[src/rtl/fsm_level_sel.sv]
// Front-panel level selector: direct, up/down or timed auto-cycle pick of one of LEVELS levels.
// Latency: button/up/down act SYNC_STAGES edges after first sample; auto mode one edge sooner.
// Backpressure: none; inputs are sampled levels and every output is registered each cycle.
module fsm_level_sel #(
    parameter int LEVELS      = 5,
    parameter int SYNC_STAGES = 2,
    parameter int AUTO_PERIOD = 100_000_000,
    parameter int WRAP        = 1,
    localparam int LW         = (LEVELS > 2) ? $clog2(LEVELS) : 1
) (
    input  logic              i_clk,
    input  logic              i_reset_n,
    input  logic [LEVELS-1:0] i_button,
    input  logic              i_up,
    input  logic              i_down,
    input  logic              i_auto,
    output logic [LW-1:0]     o_level,
    output logic [LEVELS-1:0] o_level_onehot,
    output logic              o_changed,
    output logic              o_auto_active
);
    localparam int CW = (AUTO_PERIOD > 2) ? $clog2(AUTO_PERIOD) : 1;

    typedef enum logic {
        S_MANUAL = 1'b0,
        S_AUTO   = 1'b1
    } mode_t;

    logic [LEVELS-1:0] r_btn_sync [SYNC_STAGES];
    logic              r_up_sync   [SYNC_STAGES];
    logic              r_down_sync [SYNC_STAGES];
    logic              r_auto_sync [SYNC_STAGES-1];
    logic [LEVELS-1:0] r_btn_prev;
    logic              r_up_prev;
    logic              r_down_prev;

    mode_t             r_mode;
    logic [CW-1:0]     r_cnt;
    logic [LW-1:0]     r_level;
    logic [LEVELS-1:0] r_onehot;
    logic              r_changed;

    logic [LEVELS-1:0] w_btn_evt;
    logic              w_up_evt;
    logic              w_down_evt;
    logic              w_any_evt;
    mode_t             w_mode_nxt;
    logic              w_tick;
    logic              w_at_top;
    logic              w_at_bot;
    logic              w_illegal;
    logic [LW-1:0]     w_sel;
    logic [LW-1:0]     w_level_nxt;

    // r_mode acts as the final flop of the i_auto synchroniser, so the chain here is one shorter.
    always_ff @(posedge i_clk or negedge i_reset_n) begin
        if (!i_reset_n) begin
            for (int s = 0; s < SYNC_STAGES; s++) begin
                r_btn_sync[s]  <= '0;
                r_up_sync[s]   <= 1'b0;
                r_down_sync[s] <= 1'b0;
            end
            for (int s = 0; s < SYNC_STAGES-1; s++) begin
                r_auto_sync[s] <= 1'b0;
            end
            r_btn_prev  <= '0;
            r_up_prev   <= 1'b0;
            r_down_prev <= 1'b0;
        end else begin
            r_btn_sync[0]  <= i_button;
            r_up_sync[0]   <= i_up;
            r_down_sync[0] <= i_down;
            r_auto_sync[0] <= i_auto;
            for (int s = 1; s < SYNC_STAGES; s++) begin
                r_btn_sync[s]  <= r_btn_sync[s-1];
                r_up_sync[s]   <= r_up_sync[s-1];
                r_down_sync[s] <= r_down_sync[s-1];
            end
            for (int s = 1; s < SYNC_STAGES-1; s++) begin
                r_auto_sync[s] <= r_auto_sync[s-1];
            end
            r_btn_prev  <= r_btn_sync[SYNC_STAGES-1];
            r_up_prev   <= r_up_sync[SYNC_STAGES-1];
            r_down_prev <= r_down_sync[SYNC_STAGES-1];
        end
    end

    assign w_btn_evt  = r_btn_sync[SYNC_STAGES-1] & ~r_btn_prev;
    assign w_up_evt   = r_up_sync[SYNC_STAGES-1] & ~r_up_prev;
    assign w_down_evt = r_down_sync[SYNC_STAGES-1] & ~r_down_prev;
    assign w_any_evt  = (|w_btn_evt) | w_up_evt | w_down_evt;
    assign w_mode_nxt = r_auto_sync[SYNC_STAGES-2] ? S_AUTO : S_MANUAL;
    assign w_tick     = (r_mode == S_AUTO) && (r_cnt == CW'(AUTO_PERIOD-1));
    assign w_at_top   = (r_level == LW'(LEVELS-1));
    assign w_at_bot   = (r_level == '0);

    generate
        if ((1 << LW) != LEVELS) begin : g_illegal
            assign w_illegal = (r_level > LW'(LEVELS-1));
        end else begin : g_no_illegal
            assign w_illegal = 1'b0;
        end
    endgenerate

    always_comb begin
        w_sel = '0;
        for (int k = LEVELS-1; k >= 0; k--) begin
            if (w_btn_evt[k]) w_sel = LW'(k);
        end
    end

    // Priority: illegal recovery, direct select, single step (up+down cancel), auto tick.
    always_comb begin
        w_level_nxt = r_level;
        if (w_illegal) begin
            w_level_nxt = '0;
        end else if (|w_btn_evt) begin
            w_level_nxt = w_sel;
        end else if (w_up_evt ^ w_down_evt) begin
            if (w_up_evt) begin
                if (w_at_top) w_level_nxt = (WRAP != 0) ? '0 : r_level;
                else          w_level_nxt = r_level + 1'b1;
            end else begin
                if (w_at_bot) w_level_nxt = (WRAP != 0) ? LW'(LEVELS-1) : r_level;
                else          w_level_nxt = r_level - 1'b1;
            end
        end else if (w_tick) begin
            w_level_nxt = w_at_top ? '0 : r_level + 1'b1;
        end
    end

    always_ff @(posedge i_clk or negedge i_reset_n) begin
        if (!i_reset_n) begin
            r_mode    <= S_MANUAL;
            r_cnt     <= '0;
            r_level   <= '0;
            r_onehot  <= LEVELS'(1);
            r_changed <= 1'b0;
        end else begin
            r_mode <= w_mode_nxt;
            if ((w_mode_nxt != r_mode) || (r_mode == S_MANUAL) || w_any_evt || w_tick) begin
                r_cnt <= '0;
            end else begin
                r_cnt <= r_cnt + 1'b1;
            end
            r_level   <= w_level_nxt;
            r_onehot  <= LEVELS'(1) << w_level_nxt;
            r_changed <= (w_level_nxt != r_level);
        end
    end

    assign o_level        = r_level;
    assign o_level_onehot = r_onehot;
    assign o_changed      = r_changed;
    assign o_auto_active  = (r_mode == S_AUTO);

endmodule

[config.mk]
export PLATFORM = sky130hd
export DESIGN_NAME = fsm_level_sel
export DESIGN_NICKNAME = d
export VERILOG_FILES = /design/src/rtl/fsm_level_sel.sv
export SDC_FILE = /design/constraint.sdc
export NUM_CORES = 1
export LEC_CHECK = 0
export ABC_AREA = 1
export CAP_MARGIN = 20
export CORE_MARGIN = 5
export CORE_UTILIZATION = 62
export CTS_CLUSTER_SIZE = 30
export DETAILED_ROUTE_END_ITERATION = 8
export PLACE_DENSITY = 0.95
export SYNTH_ARGS = -nofsm -noshare
export SYNTH_HDL_FRONTEND = slang
export SYNTH_SLANG_ARGS = --single-unit
[constraint.sdc]
create_clock -name i_clk -period 3.1 [get_ports i_clk]
set_input_delay 0.62 -clock i_clk [delete_from_list [all_inputs] [get_ports i_clk]]
set_output_delay 0.62 -clock i_clk [all_outputs]
set_load 0.05 [all_outputs]
==> results.md, run 1 <==
* Unrepaired setup endpoints after global routing: no
* Result of the run: complete, no violations
* Final number of setup-violating endpoints at 0
* Crit. End Element: primary output
* Storage cell area at 1478 µm²
* Yosys top cell area share at 52.18%
* Die Span Y at 76.98 µm
* Sequential element share of the synthesized area at 53.13%
* Number of hold-repair buffers added at the cts stage at 0
* Drc violations at 0
* Maximum buffer depth of the clock tree at 2
* Total of max-cap violations at 0
* Slew at the pin with the worst max-slew slack at 527.0 ps
* Total of flip-flops plus latches after synthesis at 59
* Max IR drop VDD at 421.8 µV
* Synth Warn # at 0
* Worst Skew at 7.093 ps
* Area Overhead vs Synth at 16.60%
* Worst-Skew Late Latency at 350 ps
* Worst path cell trace: clkdlybuf4s50_1
* Yosys cell types at 34
* Number of inserted filler cells in the final layout at 275
* Pins over their slew limit at 0
* Post-layout power at 1.824 mW
* Number of nets still failing antenna checks after routing at 0
* Drt via density at 5.607
* Largest cells by area after synthesis: sky130_fd_sc_hd__dfrtp_1 52%, sky130_fd_sc_hd__nand2_1 10%, sky130_fd_sc_hd__inv_1 5.7%
* DR WL/cell at 14.39 µm
* Slew HR at 64.54%
* Initial drt markers at 339
* CP startpoint kind: flop
* Number of global-route vias before repair at 2,308
* CTS buffer count at 9
* Buf+Inv Stages, Crit Path at 1
* Core Footprint at 4354 µm²
* Worst path top cell family by delay: buffers and inverters
* Fraction of layout instances using a drive strength above 1 at 11.94%
* H-Tree Level Count at 3
* Overall routing resource usage at 21.59%
* Antenna violations before repair at 0
* Final layout net count at 371
* Slowest cell delay on critical path at 880 ps
* Gr ovfl total at 0
* Synthesized area divided by synthesized cell count at 8.558 µm²
* Synth cell count leaders: 75 x sky130_fd_sc_hd__nand2_1, 58 x sky130_fd_sc_hd__dfrtp_1, 42 x sky130_fd_sc_hd__inv_1
* Clock transition at the register clock pins on the worst setup and hold paths after CTS at 70 ps
* Post-CTS Repair Setup Buffers at 0
* Category of the critical setup timing path: reg2out
* Port-buffer cells at 19
* Clock sink count at 59
* Sum of negative setup slack at 0 ps
* Path type of the worst min-delay path: in2async
* Number of endpoints with negative hold slack in the final report at 0
* Largest net degree at the start of global routing at 38
* Cell chosen for the clock root: sky130_fd_sc_hd__clkbuf_8
* Area occupied by multi-input gates at 1125 µm²
* Most common cell in the synthesized netlist: sky130_fd_sc_hd__nand2_1
* Die extent in x at 76.98 µm
* Standard-cell row count at 24
* Wirelength, routed at 5.929 mm
* DRT Pass-1 Iters at 5
* Syn nets at 341
* Die footprint at 5926 µm²
* Netlist Area Pre-Place at 2781 µm²
* Initial cell density of the core at 63.88%
* CTS resizes at 0
* Worst-path cell with the longest stage delay: sky130_fd_sc_hd__clkdlybuf4s50_1
* Final HPWL DP at 4.109 mm
* Antenna cells at 0
* Pwr dens at 562.5 nW/µm²
* Maximum clock frequency at 419.1 MHz
* Maximum net fanout on the critical path at 8
* Arrival time of the worst setup path at 1770 ps
* TritonCTS clock tree: done
* Top cell type by total area after synthesis: sky130_fd_sc_hd__dfrtp_1
* Post-synth top flop: sky130_fd_sc_hd__dfrtp_1
* Via Count at 2,310
* Number of primary I/O pins at 20
* Reported leakage power at 1.465 nW
* Synth Instances at 325
* Final critical-path required period at 2386 ps
* RePlAce Congestion at 0.8894
* First-pass GRT wire length at 10.23 mm
* Number of flops mapped to enable cells by yosys at 0
* Proportion of register bits with asynchronous set or reset after synthesis at 100.0%
* Data required time of the critical path at 2480 ps
* Final period util at 76.96%
[power by group]
part	internal, mW	switching (mW)
logic	0.0845	0.174
clock network	0.386	0.351
registers	0.806	0.0232
total	1.28	0.548
[state kept, by name (all words and copies together) (netlist names)]
register and count:
r_cnt 27, r_btn_sync 10, o_level 3, o_auto_active 1, r_auto_sync 1, r_up_prev 1, r_down_sync 2, r_up_sync 2
r_down_prev 1, o_level_onehot 5, r_btn_prev 5, o_changed 1
[per-layer routing]
metal | global-route usage [%] | vias up | wire (µm)
met2 | 34.80 | 101 | 2910
met1 | 27.16 | 1080 | 2457
met4 | 8.591 | 0 | 123
met3 | 6.557 | 11 | 438
met5 | 0 | - | 0
li1 | - | 1118 | -
[layout make-up]
| type | count | area share, % |
|---|---|---|
| Tap cell | 52 | 2.006 |
| Multi-Input combinational cell | 219 | 34.68 |
| Clock inverter | 7 | 2.546 |
| Timing Repair Buffer | 21 | 6.173 |
| Inverter | 45 | 5.208 |
| Clock buffer | 9 | 3.819 |
| Sequential cell | 59 | 45.56 |
[stage by stage]
step / hold WS (ps) / instances / area, µm² / utilization, % / setup slack, ps
2_1_floorplan: 324.4 / 325 / 2781 / - / 989.5
3_3_place_gp: 332.0 / 396 / 3037 / 69.74 / 1011
3_5_place_dp: 334.7 / 396 / 3037 / 69.74 / 887.5
4_1_cts: 225.1 / 412 / 3243 / 74.48 / 709.1
5_1_grt: 262.1 / 412 / 3243 / 74.48 / 671.4
6_report: 225.6 / 412 / 3243 / 74.48 / 714.2
[layout by cell type, fill, tap and decap left out, drive strengths merged]
| cell type | n |
|---|---|
| xnor2 | 1 |
| clkinv | 2 |
| nor3 | 15 |
| a31oi | 2 |
| o21a | 1 |
| a211oi | 1 |
| nor3b | 2 |
| bufinv | 1 |
| clkbuf | 9 |
| nor2 | 47 |
| nand3 | 14 |
| buf | 3 |
| o22ai | 1 |
| dfstp | 1 |
| a21oi | 15 |
| a221oi | 1 |
| xor2 | 2 |
| ha | 6 |
| clkdlybuf4s50 | 18 |
| nand4 | 9 |
| inv | 49 |
| dfrtp | 58 |
| o211ai | 2 |
| o311ai | 1 |
| nand2 | 83 |
| o21ai | 12 |
| or2 | 1 |
| nor4 | 3 |
[path summary, 6_finish.rpt]
path / start / end / cells after the start / slack [ps]
max: o_level[2] / o_level[2] / 1 / 710
min: i_reset_n / r_cnt[6] / 1 / 230
max reg2reg: r_cnt[0] / r_cnt[11] / 12 / 860
min reg2reg: r_down_sync[1] / r_down_sync[0] / 0 / 350
max in group asynchronous: i_reset_n / o_level_onehot[0] / 2 / 2010
min in group i_clk: r_down_sync[1] / r_down_sync[0] / 0 / 350
[logic make-up (layout without fill, tap and decap cells)]
logic type,after synthesis,in the layout,synth area share [%]
fa+ha+maj,6,6,2.699
compound gates,36,36,7.242
simple gates,174,174,29.55
flops,59,59,53.13
buf+inv,47,82,6.433
xor+xnor,3,3,0.9448
(Power assumes the default switching activity.)
==> run 2, diff against run 1 <==
Settings changed: CORE_UTILIZATION 62 to 58, PLACE_DENSITY 0.95 to 0.9.
Clock period 3.1 ns to 2.3 ns, I/O delays scaled along.
==> run 2 against run 1 <==
Net effect:
- via count fell by 0.69%
- routed wire length fell by 7.2%
- final area rose by 0.77%
- core utilization fell by 4.8 points
- critical path depth did not move
- first-iteration DRC count fell by 35%
- highest routed layer unchanged
- sequential share of layout area fell by 0.31 points
- clock-buffer cell count did not move
- power rose by 32%
- non-clock buffer count rose by 2
- flip-flop and latch count did not move
- combinational power rose by 35%
==> results.md, run 2 (synthesized netlist as in run 1, its figures left out) <==
* Result of the run: complete, no violations
* Number of endpoints with negative hold slack in the final report at 0
* Final period util at 94.70%
* Number of primary I/O pins at 20
* RePlAce Congestion at 0.8699
* Most common cell after layout, fill and taps aside: sky130_fd_sc_hd__nand2_1
* Number of flip-flops under the largest register name at 27
* Slew HR at 64.21%
* Standard-cell row count at 25
* Antenna violations before repair at 0
* Core Util, Final at 69.65%
* Cell chosen for the clock root: sky130_fd_sc_hd__clkbuf_8
* Data required time of the critical path at 1840 ps
* H-Tree Level Count at 3
* Gr ovfl total at 0
* Drt via density at 5.514
* Path type of the worst min-delay path: in2async
* Die extent in x at 79.25 µm
* Amount of wire on met3 after detailed routing at 375 µm
* Worst Skew at 10.95 ps
* Initial cell density of the core at 59.28%
* Routed met1 length at 2.444 mm
* Initial drt markers at 220
* Arrival time of the worst setup path at 1720 ps
* Clock transition at the register clock pins on the worst setup and hold paths after CTS at 70 ps
* Top flop regs: r_cnt: 27 flops, r_btn_sync: 10 flops
* Post-CTS Repair Setup Buffers at 0
* Die footprint at 6281 µm²
* Pwr dens at 736.8 nW/µm²
* Wirelength, routed at 5.501 mm
* Final number of setup-violating endpoints at 0
* Number of nets still failing antenna checks after routing at 0
* Category of the critical setup timing path: reg2out
* Max IR drop VDD at 491.3 µV
* Total of max-cap violations at 0
* Sum of negative setup slack at 0 ps
* CTS buffer count at 9
* Worst path cell trace: clkdlybuf4s50_1
* Number of inserted filler cells in the final layout at 328
* Slew at the pin with the worst max-slew slack at 532.0 ps
* Crit. End Element: primary output
* Area occupied by multi-input gates at 1125 µm²
* Maximum clock frequency at 459.1 MHz
* Reported leakage power at 1.468 nW
* Worst Slack Setup Final at 122.0 ps
* Buf+Inv Stages, Crit Path at 1
* Port-buffer cells at 19
* WL met2 at 2.574 mm
* Reg with most FFs: r_cnt
* First-pass GRT wire length at 9.756 mm
* Drc violations at 0
* Number of global-route vias before repair at 2,179
* Placed cell count at 400
* Antenna cells at 0
* Worst flop-to-flop path startpoint: o_level[1]
* Final layout net count at 373
* Worst path top cell family by delay: buffers and inverters
* Pins over their slew limit at 0
* Depth of the worst register-to-register path at 13
* Post-Place Setup Slack at 353.2 ps
* Fraction of layout instances using a drive strength above 1 at 12.71%
* Worst-Skew Late Latency at 350 ps
* Worst-path cell with the longest stage delay: sky130_fd_sc_hd__clkdlybuf4s50_1
* Largest net degree at the start of global routing at 60
* Highest routed metal layer: met4
* Maximum buffer depth of the clock tree at 2
* Number of hold-repair buffers added at the cts stage at 0
* CP startpoint kind: flop
* Setup slack, reg-to-reg at 260 ps
* Storage cell area at 1479 µm²
* Final instance count without filler cells at 416
* Slowest cell delay on critical path at 860 ps
* Reg2Reg Capture Point: o_changed
* Via Count at 2,294
* Unrepaired setup endpoints after global routing: no
* Clock sink count at 59
* Commonest non-fill, non-tap cells in the layout: 75 x sky130_fd_sc_hd__nand2_1, 57 x sky130_fd_sc_hd__dfrtp_1, 42 x sky130_fd_sc_hd__inv_1
* DR WL/cell at 13.22 µm
* Core Footprint at 4692 µm²
* Post-layout power at 2.408 mW
* Placed Area at 3067 µm²
* Die Span Y at 79.25 µm
* Area Overhead vs Synth at 17.50%
* TritonCTS clock tree: done
* Design Area, Final at 3268 µm²
* Post-route worst hold slack at 104.7 ps
* Overall routing resource usage at 20.44%
* CTS resizes at 0
* DRT Pass-1 Iters at 6
* Maximum net fanout on the critical path at 8
* Final critical-path required period at 2178 ps
* Final HPWL DP at 3.979 mm
[run 2: cell types whose count changed in the layout (fill, tap and decap cells not counted), sizes merged]
cell      change
clkinvlp      +2
inv           -4
clkinv        +2
buf           +2
[run 2: worst max path at each step]
| stage | from | end | slack, ps | depth (start not counted) |
|---|---|---|---|---|
| global placement | o_level[0] | o_changed | 370 | 13 |
| floorplan | o_level[0] | o_changed | 190 | 13 |
| global route | o_level[0] | o_changed | 50 | 13 |
| CTS | o_level[2] | o_level[2] | 110 | 1 |
| finish | o_level[2] | o_level[2] | 120 | 1 |
| detailed placement | o_level[0] | o_changed | 350 | 13 |
[run 2: area by class of cell]
type,instances,share of cell area [%]
clock inverters,7,2.335
inverters,45,5.168
well taps,54,2.067
flip-flops and latches,59,45.25
multi-input cells,219,34.42
repair buffers,23,6.968
clock buffers,9,3.790
[run 2: metal layers]
metal	vias up	track usage, %
met5	-	0
met4	0	9.966
met3	12	5.669
met2	93	30.30
met1	1076	27.69
li1	1113	-
[run 2: worst register-to-register path: cells and delay by family, from the launching register on]
family | cells | cell delay, ps
AND/OR/NAND/NOR | 10 | 970
adder cells (fa/ha/maj) | 2 | 450
flip-flops | 1 | 430
buffers and inverters | 1 | 110
[run 2: where the power goes]
group          internal (mW)  total (mW)  switching [mW]
registers               1.09        1.11          0.0282
logic                  0.116       0.350           0.234
clock network          0.504       0.943           0.439
